$ cat src/rtl/if_fetch_unit_pkg.sv
// Shared fetch-stage constants: datapath widths, boot PC and buffer sizing.
package if_fetch_unit_pkg;

   localparam int          FU_XLEN     = 64;
   localparam int          FU_INST_W   = 32;
   localparam logic [63:0] FU_PC_START = 64'h8000_0000;
   localparam int          FU_PC_STEP  = 4;
   localparam int          FU_DEPTH    = 4;

   // Counter width able to hold 0..depth inclusive.
   function automatic int cnt_width(input int depth);
      return $clog2(depth) + 1;
   endfunction

endpackage

$ cat src/rtl/if_fetch_unit_fetch_fifo.sv
// Synchronous FIFO with registered storage, flush and occupancy count.
module fetch_fifo
   import if_fetch_unit_pkg::*;
#(
   parameter int WIDTH = 8,
   parameter int DEPTH = 4
)(
   input  logic                     clk,
   input  logic                     rst,
   input  logic                     i_push,
   input  logic [WIDTH-1:0]         i_push_data,
   input  logic                     i_pop,
   input  logic                     i_flush,
   output logic [WIDTH-1:0]         o_head,
   output logic [$clog2(DEPTH):0]   o_count,
   output logic                     o_full,
   output logic                     o_empty
);

   localparam int AW = $clog2(DEPTH);
   localparam int CW = cnt_width(DEPTH);

   logic [WIDTH-1:0] r_mem [DEPTH];
   logic [AW-1:0]    r_wr_ptr;
   logic [AW-1:0]    r_rd_ptr;
   logic [CW-1:0]    r_count;
   logic             w_do_push;
   logic             w_do_pop;

   assign o_empty   = (r_count == '0);
   assign o_full    = (r_count == CW'(DEPTH));
   assign o_count   = r_count;
   assign o_head    = r_mem[r_rd_ptr];
   assign w_do_pop  = i_pop && !o_empty;
   // A push into a full FIFO is legal when the head leaves in the same cycle.
   assign w_do_push = i_push && (!o_full || w_do_pop);

   always_ff @(posedge clk) begin
      if (rst || i_flush) begin
         r_wr_ptr <= '0;
         r_rd_ptr <= '0;
         r_count  <= '0;
      end else begin
         if (w_do_push) r_wr_ptr <= r_wr_ptr + AW'(1);
         if (w_do_pop)  r_rd_ptr <= r_rd_ptr + AW'(1);
         r_count <= r_count + CW'(w_do_push) - CW'(w_do_pop);
      end
   end

   always_ff @(posedge clk) begin
      if (w_do_push) r_mem[r_wr_ptr] <= i_push_data;
   end

endmodule

$ cat src/rtl/if_fetch_unit.sv
// Instruction fetch stage: credit-limited sequential PC requests, in-order
// response pairing through a pc-tag queue, and a decode-side instruction buffer.
module if_fetch_unit
   import if_fetch_unit_pkg::*;
#(
   parameter int              XLEN     = FU_XLEN,
   parameter int              INST_W   = FU_INST_W,
   parameter logic [XLEN-1:0] PC_START = XLEN'(FU_PC_START),
   parameter int              PC_STEP  = FU_PC_STEP,
   parameter int              DEPTH    = FU_DEPTH
)(
   input  logic              clk,
   input  logic              rst,
   input  logic              redirect_valid,
   input  logic [XLEN-1:0]   redirect_pc,
   output logic              imem_req_valid,
   input  logic              imem_req_ready,
   output logic [XLEN-1:0]   imem_req_addr,
   input  logic              imem_resp_valid,
   input  logic [INST_W-1:0] imem_resp_data,
   output logic              out_valid,
   input  logic              out_ready,
   output logic [XLEN-1:0]   out_pc,
   output logic [INST_W-1:0] out_inst
);

   localparam int CNT_W = cnt_width(DEPTH);
   localparam int OCC_W = CNT_W + 1;

   logic                   r_rst_q;
   logic [XLEN-1:0]        r_pc;
   logic [CNT_W-1:0]       r_inflight;
   logic [CNT_W-1:0]       r_drop;

   logic [XLEN+INST_W-1:0] w_ibuf_head;
   logic [CNT_W-1:0]       w_ibuf_count;
   logic                   w_ibuf_full;
   logic                   w_ibuf_empty;
   logic [XLEN-1:0]        w_tag_head;
   logic [CNT_W-1:0]       w_tag_count;
   logic                   w_tag_full;
   logic                   w_tag_empty;

   logic [OCC_W-1:0]       w_occ;
   logic                   w_req_valid;
   logic                   w_accept;
   logic                   w_keep_resp;
   logic                   w_pop;

   // Every accepted request reserves a buffer slot until it is consumed.
   assign w_occ       = OCC_W'(w_ibuf_count) + OCC_W'(r_inflight);
   assign w_req_valid = !rst && !r_rst_q && !redirect_valid && (w_occ < OCC_W'(DEPTH));
   assign w_accept    = w_req_valid && imem_req_ready;
   assign w_keep_resp = imem_resp_valid && (r_drop == '0) && !redirect_valid;
   assign w_pop       = out_valid && out_ready;

   assign imem_req_valid = w_req_valid;
   assign imem_req_addr  = r_pc;
   assign out_valid      = !rst && !w_ibuf_empty;
   assign out_pc         = w_ibuf_head[XLEN+INST_W-1:INST_W];
   assign out_inst       = w_ibuf_head[INST_W-1:0];

   fetch_fifo #(.WIDTH(XLEN+INST_W), .DEPTH(DEPTH)) u_ibuf (
      .clk         (clk),
      .rst         (rst),
      .i_push      (w_keep_resp),
      .i_push_data ({w_tag_head, imem_resp_data}),
      .i_pop       (w_pop),
      .i_flush     (redirect_valid),
      .o_head      (w_ibuf_head),
      .o_count     (w_ibuf_count),
      .o_full      (w_ibuf_full),
      .o_empty     (w_ibuf_empty)
   );

   fetch_fifo #(.WIDTH(XLEN), .DEPTH(DEPTH)) u_tagq (
      .clk         (clk),
      .rst         (rst),
      .i_push      (w_accept),
      .i_push_data (r_pc),
      .i_pop       (w_keep_resp),
      .i_flush     (redirect_valid),
      .o_head      (w_tag_head),
      .o_count     (w_tag_count),
      .o_full      (w_tag_full),
      .o_empty     (w_tag_empty)
   );

   // Holds requests off for one extra cycle after reset is released.
   always_ff @(posedge clk) begin
      r_rst_q <= rst;
   end

   always_ff @(posedge clk) begin
      if (rst) begin
         r_pc       <= PC_START;
         r_inflight <= '0;
         r_drop     <= '0;
      end else begin
         r_inflight <= r_inflight + CNT_W'(w_accept) - CNT_W'(imem_resp_valid);
         if (redirect_valid) begin
            r_pc   <= redirect_pc & ~XLEN'(3);
            // Everything still outstanding after this cycle belongs to the old path.
            r_drop <= r_inflight - CNT_W'(imem_resp_valid);
         end else begin
            if (w_accept) r_pc <= r_pc + XLEN'(PC_STEP);
            if (imem_resp_valid && (r_drop != '0)) r_drop <= r_drop - CNT_W'(1);
         end
      end
   end

   always_ff @(posedge clk) begin
      if (!rst) begin
         assert (!(imem_resp_valid && (r_inflight == '0)));
         assert (!(w_keep_resp && w_tag_empty));
         assert (!(w_keep_resp && w_ibuf_full && !w_pop));
         assert (!(w_accept && w_tag_full));
         assert (w_tag_count <= r_inflight);
      end
   end

endmodule

$ cat config.mk
export PLATFORM = sky130hd
export DESIGN_NAME = if_fetch_unit
export DESIGN_NICKNAME = d
export VERILOG_FILES = /design/src/rtl/if_fetch_unit_pkg.sv /design/src/rtl/if_fetch_unit_fetch_fifo.sv /design/src/rtl/if_fetch_unit.sv
export SDC_FILE = /design/constraint.sdc
export NUM_CORES = 1
export LEC_CHECK = 0
export BUFFER_PORTS_ARGS = -buffer_cell sky130_fd_sc_hd__clkbuf_2
export CORE_MARGIN = 3
export CORE_UTILIZATION = 50
export CTS_CLUSTER_DIAMETER = 150
export CTS_CLUSTER_SIZE = 10
export DETAILED_ROUTE_END_ITERATION = 10
export MAX_ROUTING_LAYER = met4
export PLACE_DENSITY = 0.73
export SLEW_MARGIN = 10
export SYNTH_ARGS = -nofsm -noshare
export SYNTH_HDL_FRONTEND = slang
export SYNTH_SLANG_ARGS = --single-unit
$ cat constraint.sdc
create_clock -name clk -period 4.3 [get_ports clk]
set_clock_uncertainty 0.15 [all_clocks]
set_input_delay 0.43 -clock clk [delete_from_list [all_inputs] [get_ports clk]]
set_output_delay 0.43 -clock clk [all_outputs]
set_load 0.05 [all_outputs]
* Yosys cells after proc, flatten, opt, wreduce, memory -nomap -nowiden *
Memories as Yosys holds them, arrays and structs flattened. A register that Yosys moved wholly into a read port is not among the register bits.
Index checks and enable logic that the tools add are counted.

operators by class
  reductions and logical operators = 30
  add/subtract/negate cells = 14
  order comparisons = 1
  eq/ne operators = 2
  mux-type cells = 12

operators by type and width
  cell                   count
  $mux 64                2
  $add 64x3->64 const B  1
  $logic_and 1x1->1      13
  $sub 3x1->3            4
  $add 3x1->3            3
  $logic_not 3->1        3
  $add 2x1->2 const B    4
  $mux 2                 4
  $logic_not 1->1        7
  $eq 3x3->1 const B     2
  $mux 3                 2
  $add 3x3->4            1
  $lt 4x3->1 const B     1
  $mux 1                 4
  $reduce_bool 2->1      2
  $logic_or 1x1->1       3
  $reduce_bool 3->1      1
  $sub 3x1->3 const B    1
  $reduce_or 2->1        1

word-level totals
  bits in writable memories = 640
  register bits after elaboration = 85
  memories kept = 2
  output and inout port bits = 162

memory list
  name          depth  bits a word  read ports  clocked after memory_dff  wr ports  RTL line                        text
  u_ibuf.r_mem  4      96           1           1                         1         if_fetch_unit_fetch_fifo.sv:23  logic [WIDTH-1:0] r_mem [DEPTH];
  u_tagq.r_mem  4      64           1           1                         1         if_fetch_unit_fetch_fifo.sv:23

* Depth between registers and ports, before layout *
  depth after elaboration = 9
  gate-level depth with buffers = 14
  depth with buffers taken out = 12

* Cells and area by module *
From an unflattened synthesis, not the netlist that was laid out.

second synthesis, totals
  cell total of the unflattened synthesis = 1,504
  area, all modules = 28,373.5 µm²

by module, submodules not included
  module                area each (µm²)  cells each  instances
  fetch_fifo at u_ibuf  14,327.5         550         1
  fetch_fifo at u_tagq  9,689.3          382         1
  if_fetch_unit         4,356.7          572         1

* Worst setup path before layout *
Ideal clock, no wire load.

  path type = register to register
  from = register u_ibuf.r_count[1] (netlist: u_ibuf.o_count[1])
  to = memory u_ibuf.r_mem[1][0] (netlist bit), enable pin
  cell stages (with the launch flop) = 6
  arrival = 3.995 ns
  setup slack = -0.308 ns
  setup time = 0.463 ns
  period minus slack after synthesis = 4.608 ns
  path through = dfxtp_1 > nor3_1 > nor2_1 > nand2_1 > a31oi_1 > and2_1

on the way
  word-level cells in the longest chain between the ends = 9
  elaborated cells on any way between the ends = 11
  classes of those cells = eq/ne (1); mux (2); reduce/logical (8)

RTL lines
  what                          RTL line                        text
  start: declaration            if_fetch_unit_fetch_fifo.sv:26  logic [CW-1:0] r_count;
  start signal: assignment      if_fetch_unit_fetch_fifo.sv:46  r_count <= r_count + CW'(w_do_push) - CW'(w_do_pop);
  $logic_not 3->1               if_fetch_unit_fetch_fifo.sv:30  assign o_empty = (r_count == '0);
  $logic_not 1->1               if_fetch_unit.sv:59             assign out_valid = !rst && !w_ibuf_empty;
  $logic_and 1x1->1             if_fetch_unit.sv:59
  via out_valid                 if_fetch_unit.sv:21             output logic out_valid,
  $logic_and 1x1->1             if_fetch_unit.sv:55             assign w_pop = out_valid && out_ready;
  $logic_and 1x1->1             if_fetch_unit_fetch_fifo.sv:34  assign w_do_pop = i_pop && !o_empty;
  $logic_or 1x1->1              if_fetch_unit_fetch_fifo.sv:36  assign w_do_push = i_push && (!o_full || w_do_pop);
  $logic_and 1x1->1             if_fetch_unit_fetch_fifo.sv:36
  via u_ibuf.w_do_push          if_fetch_unit_fetch_fifo.sv:27  logic w_do_push;
  $mux 1                        if_fetch_unit_fetch_fifo.sv:51  if (w_do_push) r_mem[r_wr_ptr] <= i_push_data;
  $mux 1 (implied by the code)  if_fetch_unit_fetch_fifo.sv:51
  end: declaration              if_fetch_unit_fetch_fifo.sv:23

The timed path passes the listed nets, and every way through them passes these cells.

==> results by group <==
Floorplanning
  • Core ar.: 54100 µm²
  • Row count: 85
  • IO Count: 264
  • Initial core utilization: 50.9%
  • Die Y: 241 µm
  • Die X-Extent: 241 µm
  • Die area: 57900 µm²

STA
  • Slew margin rel.: 36.8%
  • Final setup violation count: 0
  • Aggregate negative setup slack: 0 ps
  • Slew Limit Fails: 0
  • Min Tclk post-route: 3370 ps
  • Tcrit/Tclk final: 78.4%
  • Hold Vio Cnt, Final: 0
  • Max frequency: 297 MHz
  • PnR worst setup slack: 929 ps
  • RSZ-0062 raised after global routing: false
  • Worst-margin pin slew: 945 ps

Place
  • DP HPWL: 39700 µm
  • PortBufs: 257
  • Place WS: 846 ps
  • Final GP Congestion: 0.898
  • Placed Cells: 2370

Worst setup path
  • CP Capture Type: primary output
  • Setup crit start kind: flip-flop
  • WP data required: 3720 ps
  • R2R depth: 7
  • Reg-to-Reg Start: imem_req_addr[2]$_SDFFE_PP0P_
  • Crit-path max FO: 33
  • R2r setup slk: 1170 ps
  • Worst EP arrival: 2790 ps
  • Kind of critical path: flip-flop to primary output
  • Reg2reg end: imem_req_addr[36]$_SDFFE_PP0P_

Routing
  • DRC: 0
  • Detailed router's first-iteration violation count: 1564
  • Routed len/inst: 24.6 µm
  • Post-route antenna net violation count: 0
  • Vias per Instance: 5.89
  • Drt first pass iters: 6
  • Final wirelength: 63700 µm
  • Vias: 15200

Cells and area
  • Layout Utilization: 60.9%
  • Layout Nets: 1969
  • Area Overhead vs Synth: 19.7%
  • Share of layout cells above drive strength 1: 29.9%
  • Finished Layout Cells: 2587
  • Filler instances: 3811
  • # diodes: 0

Clock tree
  • Post-CTS Setup Repair Bufs: 0
  • TritonCTS clock tree: built
  • H-tree levels: 3
  • Clock insertion delay at the later pin of the skew report: 620 ps
  • CTS Buf Count: 81
  • Root Buffer Master: clkbuf_16
  • CTS clk-pin slew, worst paths: 60 ps
  • Longest Clk Path Bufs: 3
  • CTS Sinks: 711

Global routing
  • Vias in the first global route: 15500
  • Global-route wire length before repair: 95800 µm
  • Gr usage total: 23.1%
  • Grt total ovfl: 0
  • Pin count of the biggest net entering global routing: 66
  • Initial antenna violation count: 0

Power and ir drop
  • Sw Share: 22.7%
  • Seq pwr share: 52.2%
  • Leakage power total: 11.1 nW
  • Power Dens Cells: 453 nW/µm²
  • Combinational power share: 6.9%
  • Tot Pwr: 14.9 mW
  • Peak supply drop: 0.289 mV
  • Pint: 11.5 mW
  • Clk pwr share: 40.9%
  • Net Sw Power: 3.39 mW

Hold path
  • Hold path endpoint: imem_req_addr[17]$_SDFFE_PP0P_
  • Min-Delay Startpoint: redirect_pc[17]
  • Hold Crit Depth: 3
  • Min-Delay Path Class: primary input to flip-flop

Logic synthesis
  • Count of cell types in the netlist: 61
  • Synth top cells by count: edfxtp_1, mux4_2, dfxtp_1, nand2_1, nor2_1
  • Netlist Area Pre-Place: 27500 µm²
  • EDFF count, synth: 624
  • FFs w/ async S/R, synth: 0%
  • Area share of the largest cell type after synthesis: 68.1%
  • Synthesized area per cell: 19.0 µm²
  • Syn. warnings: 0
  • Leading area contributor after synthesis: edfxtp_1
  • Sequential fraction of the synthesis area: 74.4%
  • Most used DFF post-synth: edfxtp_1
  • Syn Inst Count: 1451
  • Main area contributors after synthesis: edfxtp_1, mux4_2, dfxtp_1, ha_1, nand2_1
  • Register bit total from synthesis: 711
  • Top-count cell post-synth: edfxtp_1

Run
  • Max cap viols: 0

Outcome
  • Outcome: finished clean
## layout make-up
| type | count | area (µm²) | area share (%) |
|---|---|---|---|
| Clock buffer | 125 | 2230 | 6.78 |
| Clock inverter | 6 | 78.8 | 0.239 |
| Inverter | 26 | 100 | 0.304 |
| Multi-Input combinational cell | 645 | 6650 | 20.2 |
| Sequential cell | 711 | 20500 | 62.2 |
| Tap cell | 696 | 871 | 2.64 |
| Timing Repair Buffer | 378 | 2520 | 7.66 |
## power by group through the flow
stage / Clock, mW / Sequential (mW) / Combinational [mW]
after CTS: 6.23 / 7.80 / 1.03
after global placement: 0 / 7.92 / 0.952
final: 6.10 / 7.80 / 1.03
after floorplan: 0 / 8.01 / 0.545
after global routing: 6.53 / 7.81 / 1.09
after detailed placement: 0 / 7.94 / 0.966
## worst max-delay path, stage by stage, from the launching register on
cell,delay [ps]
dfxtp_4,800
buf_4,470
mux4_2,570
clkbuf_2,250
## layer usage
metal / up-vias / global-route usage (%) / wire (µm)
met5: - / - / 0
met4: 0 / 8.11 / 1870
met3: 125 / 5.23 / 5760
met2: 712 / 35.5 / 30700
li1: 6661 / - / -
met1: 7742 / 30.7 / 25400
## worst max path at each step
| stage | endpoint | cells past startpoint | startpoint |
|---|---|---|---|
| floorplan | u_tagq.r_mem[1][10]$_DFFE_PP_ | 8 | r_inflight[2]$_SDFF_PP0_ |
| detailed placement | u_ibuf.r_mem[2][90]$_DFFE_PP_ | 6 | rst |
| CTS | out_inst[7] | 3 | flip-flop |
| finish | out_pc[18] | 3 | flip-flop |
| global route | out_inst[7] | 3 | flip-flop |
| global placement | u_ibuf.r_mem[0][81]$_DFFE_PP_ | 6 | rst |
## flip-flops by register name, indices dropped and copies added (netlist names), named ones only
signal and flops:
u_ibuf.r_mem 376, u_tagq.r_mem 248, imem_req_addr 62, r_drop 3, r_inflight 3, u_ibuf.o_count 3, u_tagq.o_count 3, u_ibuf.r_rd_ptr 2
u_ibuf.r_wr_ptr 2, u_tagq.r_rd_ptr 2, u_tagq.r_wr_ptr 2, r_rst_q 1
## stage by stage
| step | instance area (µm²) | hold slack, ps |
|---|---|---|
| 2_1_floorplan | 27500 | 308 |
| 3_3_place_gp | 29800 | 361 |
| 3_5_place_dp | 29800 | 366 |
| 4_1_cts | 33000 | 5.01 |
| 5_1_grt | 33000 | 52.4 |
| 6_report | 33000 | 37.9 |
## cells in the final DEF, fill, tap and decap left out, types with 7 or more instances in the layout
master	instances
mux2i_1	9
clkbuf_16	83
nor4_1	7
o22ai_1	7
a211oi_1	9
clkbuf_1	42
clkbuf_2	257
o21ai_0	26
nand3_1	36
dfxtp_1	83
nor2_1	60
a31oi_1	23
xor2_1	17
buf_12	9
edfxtp_1	624
xnor2_1	24
ha_1	21
and3_1	23
and4_1	7
dlygate4sd3_1	86
mux4_2	156
a21oi_1	23
buf_4	26
inv_1	25
nand4_1	26
nor3_1	22
nand2_1	68
## what timing repair did
action | in CTS | in global routing
endpoints found under the setup margin | 0 | 0
hold buffers | 86 | 0
resized for setup | 0 | 0
hold endpoints to repair | 182 | 0
## kinds of logic after synthesis
family / share of synthesized area (%)
flip-flops: 74.4
adder cells (fa/ha/maj): 1.17
XOR/XNOR: 1.30
AO/OA/AOI/OAI: 2.86
other: 0.0136
multiplexers: 13.2
AND/OR/NAND/NOR: 5.50
buffers and inverters: 1.54
(Power assumes the default switching activity.)
